==> src/rtl/cpu_axi_bridge_pkg.sv <==
// Shared state encodings and AXI size helper for the CPU-to-AXI bridge.
package cpu_axi_bridge_pkg;

    typedef enum logic [1:0] {R_IDLE, R_AR, R_R} rd_state_t;
    typedef enum logic [1:0] {W_IDLE, W_AWW, W_B} wr_state_t;

    function automatic logic [2:0] axi_size(input logic [1:0] size);
        return {1'b0, size};
    endfunction

endpackage

==> src/rtl/cpu_axi_bridge_wbuf_fifo.sv <==
// Posted-write buffer; entry layout is {addr[31:0], ...} so the word address
// of every entry can be exported for the read-after-write hazard check.
module wbuf_fifo
    import cpu_axi_bridge_pkg::*;
#(
    parameter int WIDTH = 68,
    parameter int DEPTH = 4,
    localparam int PW = $clog2(DEPTH),
    localparam int CW = PW + 1
) (
    input  logic               clk,
    input  logic               resetn,
    input  logic               push,
    input  logic               pop,
    input  logic [WIDTH-1:0]   din,
    output logic [WIDTH-1:0]   dout,
    output logic               empty,
    output logic [CW-1:0]      count,
    output logic [DEPTH-1:0]   vld,
    output logic [30*DEPTH-1:0] tags
);

    logic [WIDTH-1:0] mem [DEPTH];
    logic [PW-1:0]    wptr;
    logic [PW-1:0]    rptr;
    logic             full;
    logic             push_ok;
    logic             pop_ok;

    assign full    = count == CW'(DEPTH);
    assign empty   = count == '0;
    assign push_ok = push && !full;
    assign pop_ok  = pop && !empty;
    assign dout    = mem[rptr];

    always_ff @(posedge clk) begin
        if (!resetn) begin
            wptr  <= '0;
            rptr  <= '0;
            count <= '0;
            vld   <= '0;
        end else begin
            if (push_ok) begin
                wptr      <= wptr + PW'(1);
                vld[wptr] <= 1'b1;
            end
            if (pop_ok) begin
                rptr      <= rptr + PW'(1);
                vld[rptr] <= 1'b0;
            end
            case ({push_ok, pop_ok})
                2'b10:   count <= count + CW'(1);
                2'b01:   count <= count - CW'(1);
                default: count <= count;
            endcase
        end
    end

    always_ff @(posedge clk) begin
        if (push_ok)
            mem[wptr] <= din;
    end

    for (genvar j = 0; j < DEPTH; j++) begin : g_tag
        assign tags[30*j +: 30] = mem[j][WIDTH-1 -: 30];
    end

endmodule

==> src/rtl/cpu_axi_bridge.sv <==
// Arbitrates NCH sram-like channels onto a single-beat AXI3 bus with a
// posted write buffer and a RAW stall for reads hitting buffered writes.
module cpu_axi_bridge
    import cpu_axi_bridge_pkg::*;
#(
    parameter int NCH = 2,
    parameter int WB_DEPTH = 4,
    parameter int DATA_W = 32,
    localparam int ID_W = (NCH > 1) ? $clog2(NCH) : 1,
    localparam int STRB_W = DATA_W / 8
) (
    input  logic                  clk,
    input  logic                  resetn,
    input  logic [NCH-1:0]        ch_req,
    input  logic [NCH-1:0]        ch_wr,
    input  logic [2*NCH-1:0]      ch_size,
    input  logic [32*NCH-1:0]     ch_addr,
    input  logic [DATA_W*NCH-1:0] ch_wdata,
    input  logic [STRB_W*NCH-1:0] ch_wstrb,
    output logic [NCH-1:0]        ch_addr_ok,
    output logic [NCH-1:0]        ch_data_ok,
    output logic [DATA_W-1:0]     ch_rdata,
    output logic [ID_W-1:0]       arid,
    output logic [31:0]           araddr,
    output logic [2:0]            arsize,
    output logic                  arvalid,
    input  logic                  arready,
    input  logic [ID_W-1:0]       rid,
    input  logic [DATA_W-1:0]     rdata,
    input  logic                  rvalid,
    output logic                  rready,
    output logic [31:0]           awaddr,
    output logic [2:0]            awsize,
    output logic                  awvalid,
    input  logic                  awready,
    output logic [DATA_W-1:0]     wdata,
    output logic [STRB_W-1:0]     wstrb,
    output logic                  wvalid,
    input  logic                  wready,
    input  logic                  bvalid,
    output logic                  bready
);

    localparam int EW = 34 + STRB_W + DATA_W;
    localparam int CW = $clog2(WB_DEPTH) + 1;

    rd_state_t rs, rs_n;
    wr_state_t ws, ws_n;

    logic [EW-1:0]         wb_dout;
    logic                  wb_empty;
    logic [CW-1:0]         wb_count;
    logic [WB_DEPTH-1:0]   wb_vld;
    logic [30*WB_DEPTH-1:0] wb_tags;
    logic                  wb_pop;
    logic                  wb_load;

    logic [NCH-1:0]        hit;
    logic                  gnt;
    logic                  gnt_wr;
    logic [ID_W-1:0]       gnt_id;
    logic [31:0]           sel_addr;
    logic [1:0]            sel_size;
    logic [DATA_W-1:0]     sel_wdata;
    logic [STRB_W-1:0]     sel_wstrb;
    logic                  elig;
    logic [NCH-1:0]        wr_ok;
    logic [NCH-1:0]        rd_ok;
    logic                  aw_done;
    logic                  w_done;

    wbuf_fifo #(.WIDTH(EW), .DEPTH(WB_DEPTH)) u_wbuf (
        .clk    (clk),
        .resetn (resetn),
        .push   (gnt && gnt_wr),
        .pop    (wb_pop),
        .din    ({sel_addr, sel_size, sel_wstrb, sel_wdata}),
        .dout   (wb_dout),
        .empty  (wb_empty),
        .count  (wb_count),
        .vld    (wb_vld),
        .tags   (wb_tags)
    );

    // The in-flight head stays valid until its B response, so it is covered.
    always_comb begin
        hit = '0;
        for (int i = 0; i < NCH; i++)
            for (int j = 0; j < WB_DEPTH; j++)
                if (wb_vld[j] && wb_tags[30*j +: 30] == ch_addr[32*i+2 +: 30])
                    hit[i] = 1'b1;
    end

    // Later iterations override earlier ones: highest index wins.
    always_comb begin
        gnt       = 1'b0;
        gnt_wr    = 1'b0;
        gnt_id    = '0;
        sel_addr  = '0;
        sel_size  = '0;
        sel_wdata = '0;
        sel_wstrb = '0;
        elig      = 1'b0;
        for (int i = 0; i < NCH; i++) begin
            elig = ch_wr[i] ? (wb_count < CW'(WB_DEPTH))
                            : (rs == R_IDLE && !hit[i]);
            if (resetn && ch_req[i] && elig) begin
                gnt       = 1'b1;
                gnt_wr    = ch_wr[i];
                gnt_id    = ID_W'(i);
                sel_addr  = ch_addr[32*i +: 32];
                sel_size  = ch_size[2*i +: 2];
                sel_wdata = ch_wdata[DATA_W*i +: DATA_W];
                sel_wstrb = ch_wstrb[STRB_W*i +: STRB_W];
            end
        end
        for (int i = 0; i < NCH; i++)
            ch_addr_ok[i] = gnt && gnt_id == ID_W'(i);
    end

    always_ff @(posedge clk) begin
        if (!resetn) begin
            rs <= R_IDLE;
            ws <= W_IDLE;
        end else begin
            rs <= rs_n;
            ws <= ws_n;
        end
    end

    always_comb begin
        rs_n    = rs;
        arvalid = 1'b0;
        rready  = 1'b0;
        case (rs)
            R_IDLE: if (gnt && !gnt_wr) rs_n = R_AR;
            R_AR: begin
                arvalid = 1'b1;
                if (arready) rs_n = R_R;
            end
            R_R: begin
                rready = 1'b1;
                if (rvalid) rs_n = R_IDLE;
            end
            default: rs_n = R_IDLE;
        endcase
    end

    always_comb begin
        ws_n    = ws;
        awvalid = 1'b0;
        wvalid  = 1'b0;
        bready  = 1'b0;
        wb_pop  = 1'b0;
        wb_load = 1'b0;
        case (ws)
            W_IDLE: if (!wb_empty) begin
                ws_n    = W_AWW;
                wb_load = 1'b1;
            end
            W_AWW: begin
                awvalid = !aw_done;
                wvalid  = !w_done;
                if ((aw_done || awready) && (w_done || wready))
                    ws_n = W_B;
            end
            W_B: begin
                bready = 1'b1;
                if (bvalid) begin
                    wb_pop = 1'b1;
                    ws_n   = W_IDLE;
                end
            end
            default: ws_n = W_IDLE;
        endcase
    end

    always_ff @(posedge clk) begin
        if (!resetn) begin
            arid     <= '0;
            araddr   <= '0;
            arsize   <= '0;
            ch_rdata <= '0;
            rd_ok    <= '0;
            wr_ok    <= '0;
        end else begin
            if (rs == R_IDLE && gnt && !gnt_wr) begin
                arid   <= gnt_id;
                araddr <= sel_addr;
                arsize <= axi_size(sel_size);
            end
            rd_ok <= '0;
            if (rs == R_R && rvalid) begin
                ch_rdata <= rdata;
                for (int i = 0; i < NCH; i++)
                    rd_ok[i] <= rid == ID_W'(i);
            end
            for (int i = 0; i < NCH; i++)
                wr_ok[i] <= ch_addr_ok[i] && gnt_wr;
        end
    end

    always_ff @(posedge clk) begin
        if (!resetn) begin
            awaddr  <= '0;
            awsize  <= '0;
            wdata   <= '0;
            wstrb   <= '0;
            aw_done <= 1'b0;
            w_done  <= 1'b0;
        end else begin
            if (wb_load) begin
                awaddr <= wb_dout[EW-1 -: 32];
                awsize <= axi_size(wb_dout[EW-33 -: 2]);
                wstrb  <= wb_dout[DATA_W +: STRB_W];
                wdata  <= wb_dout[DATA_W-1:0];
            end
            if (ws == W_AWW) begin
                if (awvalid && awready) aw_done <= 1'b1;
                if (wvalid && wready)   w_done  <= 1'b1;
            end else begin
                aw_done <= 1'b0;
                w_done  <= 1'b0;
            end
        end
    end

    assign ch_data_ok = wr_ok | rd_ok;

endmodule

==> config.mk <==
export PLATFORM = sky130hd
export DESIGN_NAME = cpu_axi_bridge
export DESIGN_NICKNAME = d
export VERILOG_FILES = /design/src/rtl/cpu_axi_bridge_pkg.sv /design/src/rtl/cpu_axi_bridge_wbuf_fifo.sv /design/src/rtl/cpu_axi_bridge.sv
export SDC_FILE = /design/constraint.sdc
export NUM_CORES = 1
export LEC_CHECK = 0
export BUFFER_PORTS_ARGS = -buffer_cell sky130_fd_sc_hd__buf_2
export CELL_PAD_IN_SITES_DETAIL_PLACEMENT = 0
export CELL_PAD_IN_SITES_GLOBAL_PLACEMENT = 1
export CORE_MARGIN = 4
export CORE_UTILIZATION = 47
export CTS_BUF_LIST = sky130_fd_sc_hd__clkbuf_2
export CTS_CLUSTER_SIZE = 14
export DETAILED_ROUTE_END_ITERATION = 8
export PLACE_DENSITY = 0.84
export SKIP_CTS_REPAIR_TIMING = 1
export SYNTH_ARGS = -nofsm -noshare
export SYNTH_HDL_FRONTEND = slang
export SYNTH_HIERARCHICAL = 1
export SYNTH_SLANG_ARGS = --single-unit
export TNS_END_PERCENT = 10
==> constraint.sdc <==
create_clock -name clk -period 16.4 [get_ports clk]
set_clock_uncertainty 0.2 [all_clocks]
set_input_delay 1.64 -clock clk [delete_from_list [all_inputs] [get_ports clk]]
set_output_delay 1.64 -clock clk [all_outputs]
set_load 0.02 [all_outputs]
==> reports/results.ini <==
[run_status]
status = finished, final reports clean

[placement]
dp_cells = 2465
post-place-ws_ns = 9.96
placedInstanceArea_um2 = 22300
post-dp-hpwl_um = 45100
io_buffers = 329
gp_congestion = 1.04

[global_routing]
groute.usage.overall_pct = 25.6
grt_pass1_vias = 14700
grt_pass1_wl_um = 95100
grt-ovfl-total = 0
antenna_found_initial = 5
grt_max_degree = 93

[logic_synthesis]
avgSynthCellArea_um2 = 11.9
ys_seq_area_share_pct = 54.2
synth-xor-area-share_pct = 9.93
synth_most_common_cell = nand2_1
synth.distinct_cells = 55
synth_common_cells = nand2_1, edfxtp_1, xnor2_1
muxShareOfSynthArea_pct = 7.45
synth_area_um2 = 21400
synth_top_family_by_area = simple AND/OR/NAND/NOR gates
ys.flop_type = edfxtp_1
ys_warn_count = 6
synth_area_leaders = edfxtp_1, dfxtp_1, mux4_2
yosys.area_share.simple_pct = 10.4
async_flop_share_pct = 0
synth_area_leader_cell = edfxtp_1
synth_edf_count = 280
synth-compound-area-share_pct = 9.37
synth_top_area_share_pct = 39.2
postSynthCellCount = 1803
synthAdderAreaFrac_pct = 0.619
synth-seq-cells = 440

[drt]
drtIter0Drc = 1305
wl_per_cell_um = 24.0
wirelength_um = 64400
drtAntennaViolNets = 0
dr.pass1.iters = 6
drc = 0
vias_per_cell = 5.52
vias = 14800

[layout]
final_util_pct = 52.6
layout-drive-gt1-share_pct = 29.9
final_cells = 2680
fin_nets = 2180
design_area_um2 = 23500
area_growth_syn_to_layout_pct = 9.38

[min_path]
hold_depth = 2
hold_path.class = flip-flop to flip-flop
hold_start = awaddr[8]$_SDFFE_PN0P_
hold_end = awaddr[8]$_SDFFE_PN0P_

[die]
ioPinCount = 332
die_w_um = 222
dieArea_um2 = 49100
core_area_um2 = 44600
row_count = 77
start_util_pct = 48.1
die_y_um = 222

[pwr]
peakVddDrop_v = 0.0000477
p_per_area_nw_per_um2 = 99.9
total_power_mw = 2.34
leakagePower_nw = 8.78

[sta]
timing.setup.tns_ns = 0
max_freq_ghz = 0.156
slew_viol_final = 0
worst_slack_ns = 9.98
maxSlewHeadroom_pct = 20.3
hold_viol_final = 0
period_minus_slack_ns = 6.42
rsz0062_at_grt = false
finalSetupViolCount = 0
worst_slew_pin_slew_ns = 1.19
holdWs_ns = 0.267
min_period_over_period_pct = 39.1

[run]
maxCapViolCount = 0

[setup_path]
worstSetupStartpointType = input pin
critPathMaxFanout = 92
reg2reg_slack_ns = 11.17
end_kind = output port
path_class = input pin to output port
timing.rr.end = u_wbuf/mem[2][57]$_DFFE_PP_
arrival_ns = 4.58
worstPathRequired_ns = 14.56
reg2reg_depth = 11
r2r-start = u_wbuf/mem[3][41]$_DFFE_PP_

[clock_network]
clk_pin_slew_ns = 0.08
cts-root-buf = clkbuf_2
clock_sinks = 440
h-tree-depth = 3
clk_latency_ns = 1.13
cts.path.max_buffers = 3
cts_tree = yes
numCtsBuffers = 111

area by class of cell:
class,count,area (um^2)
Clock buffer,174,871
Multi-Input combinational cell,1076,8170
Tap cell,592,741
Fill cell,3942,21200
Timing Repair Buffer,346,1780
Antenna cell,5,12.5
Clock inverter,36,220
Sequential cell,440,11600
Inverter,11,41.3
flip-flops by register name, indices dropped and copies added, names as in the netlist, named ones only:
| register | count |
|---|---|
| araddr | 32 |
| u_wbuf/rptr | 2 |
| rd_ok | 2 |
| awsize | 2 |
| wstrb | 4 |
| ws | 2 |
| wr_ok | 2 |
| rs | 2 |
| arid | 1 |
| wdata | 32 |
| aw_done | 1 |
| awaddr | 32 |
| ch_rdata | 32 |
| u_wbuf/mem | 280 |
| u_wbuf/count | 3 |
| arsize | 2 |
| w_done | 1 |
| u_wbuf/wptr | 2 |
| u_wbuf/vld | 4 |
cells by family after synthesis:
group | after synthesis
buf+inv | 288
compound gates | 262
other cells | 1
simple gates | 487
fa+ha+maj | 10
mux | 72
flops | 440
xor+xnor | 243
where the power goes:
| part | internal [mW] | switching [mW] | leakage [nW] |
|---|---|---|---|
| registers | 1.22 | 0.0268 | 3.89 |
| clock network | 0.317 | 0.459 | 0.827 |
| logic | 0.109 | 0.207 | 4.06 |
| total | 1.65 | 0.693 | 8.78 |
metal layers:
metal	vias to the layer above	global-route usage [%]	wire length, um
li1	6777	-	-
met1	7212	34.8	27400
met2	697	39.8	29600
met3	106	6.33	5460
met4	0	10.1	1970
met5	-	0	0
cells in the final DEF (no fill, tap or decap), types with 3 or more instances in the layout:
cell	synthesis	final
o211a_1	5	5
edfxtp_1	280	280
ha_1	9	9
buf_4	122	18
o31ai_1	34	34
a31oi_1	34	34
and2_1	9	9
nor2_4	0	4
xor2_1	69	69
buf_2	16	328
inv_1	10	10
clkbuf_2	0	174
nor2b_1	5	5
a21boi_0	103	103
nand4_1	81	81
clkinv_2	0	6
nor3_1	7	5
o21a_1	36	36
o21ai_0	3	3
a22o_1	37	37
nand3_1	4	4
nor2_1	14	10
dfxtp_1	160	158
clkinv_1	0	23
diode_2	0	5
mux4_2	70	70
nor4_1	23	23
xnor2_1	174	174
nand2_1	324	324
critical path: stages:
cell and delay (ns):
buf_4 0.64, nand2_1 0.24, or3_1 0.46, a221oi_1 0.46, a31oi_4 0.13, buf_4 0.34
and3_4 0.39, buf_2 0.22
worst max-delay path by stage:
| stage | start | end | slack [ns] | depth (start not counted) |
|---|---|---|---|---|
| after global placement | ch_addr[37] | u_wbuf/mem[2][7]$_DFFE_PP_ | 9.96 | 12 |
| after detailed placement | ch_addr[37] | u_wbuf/mem[2][7]$_DFFE_PP_ | 9.96 | 12 |
| after CTS | resetn | ch_addr_ok[0] | 10.02 | 8 |
| final | resetn | ch_addr_ok[0] | 9.98 | 8 |
| after global routing | resetn | ch_addr_ok[0] | 9.79 | 8 |
| after floorplan | ch_addr[38] | u_wbuf/mem[0][0]$_DFFE_PP_ | 9.10 | 11 |
No activity file was read; power rests on OpenSTA's default activity.
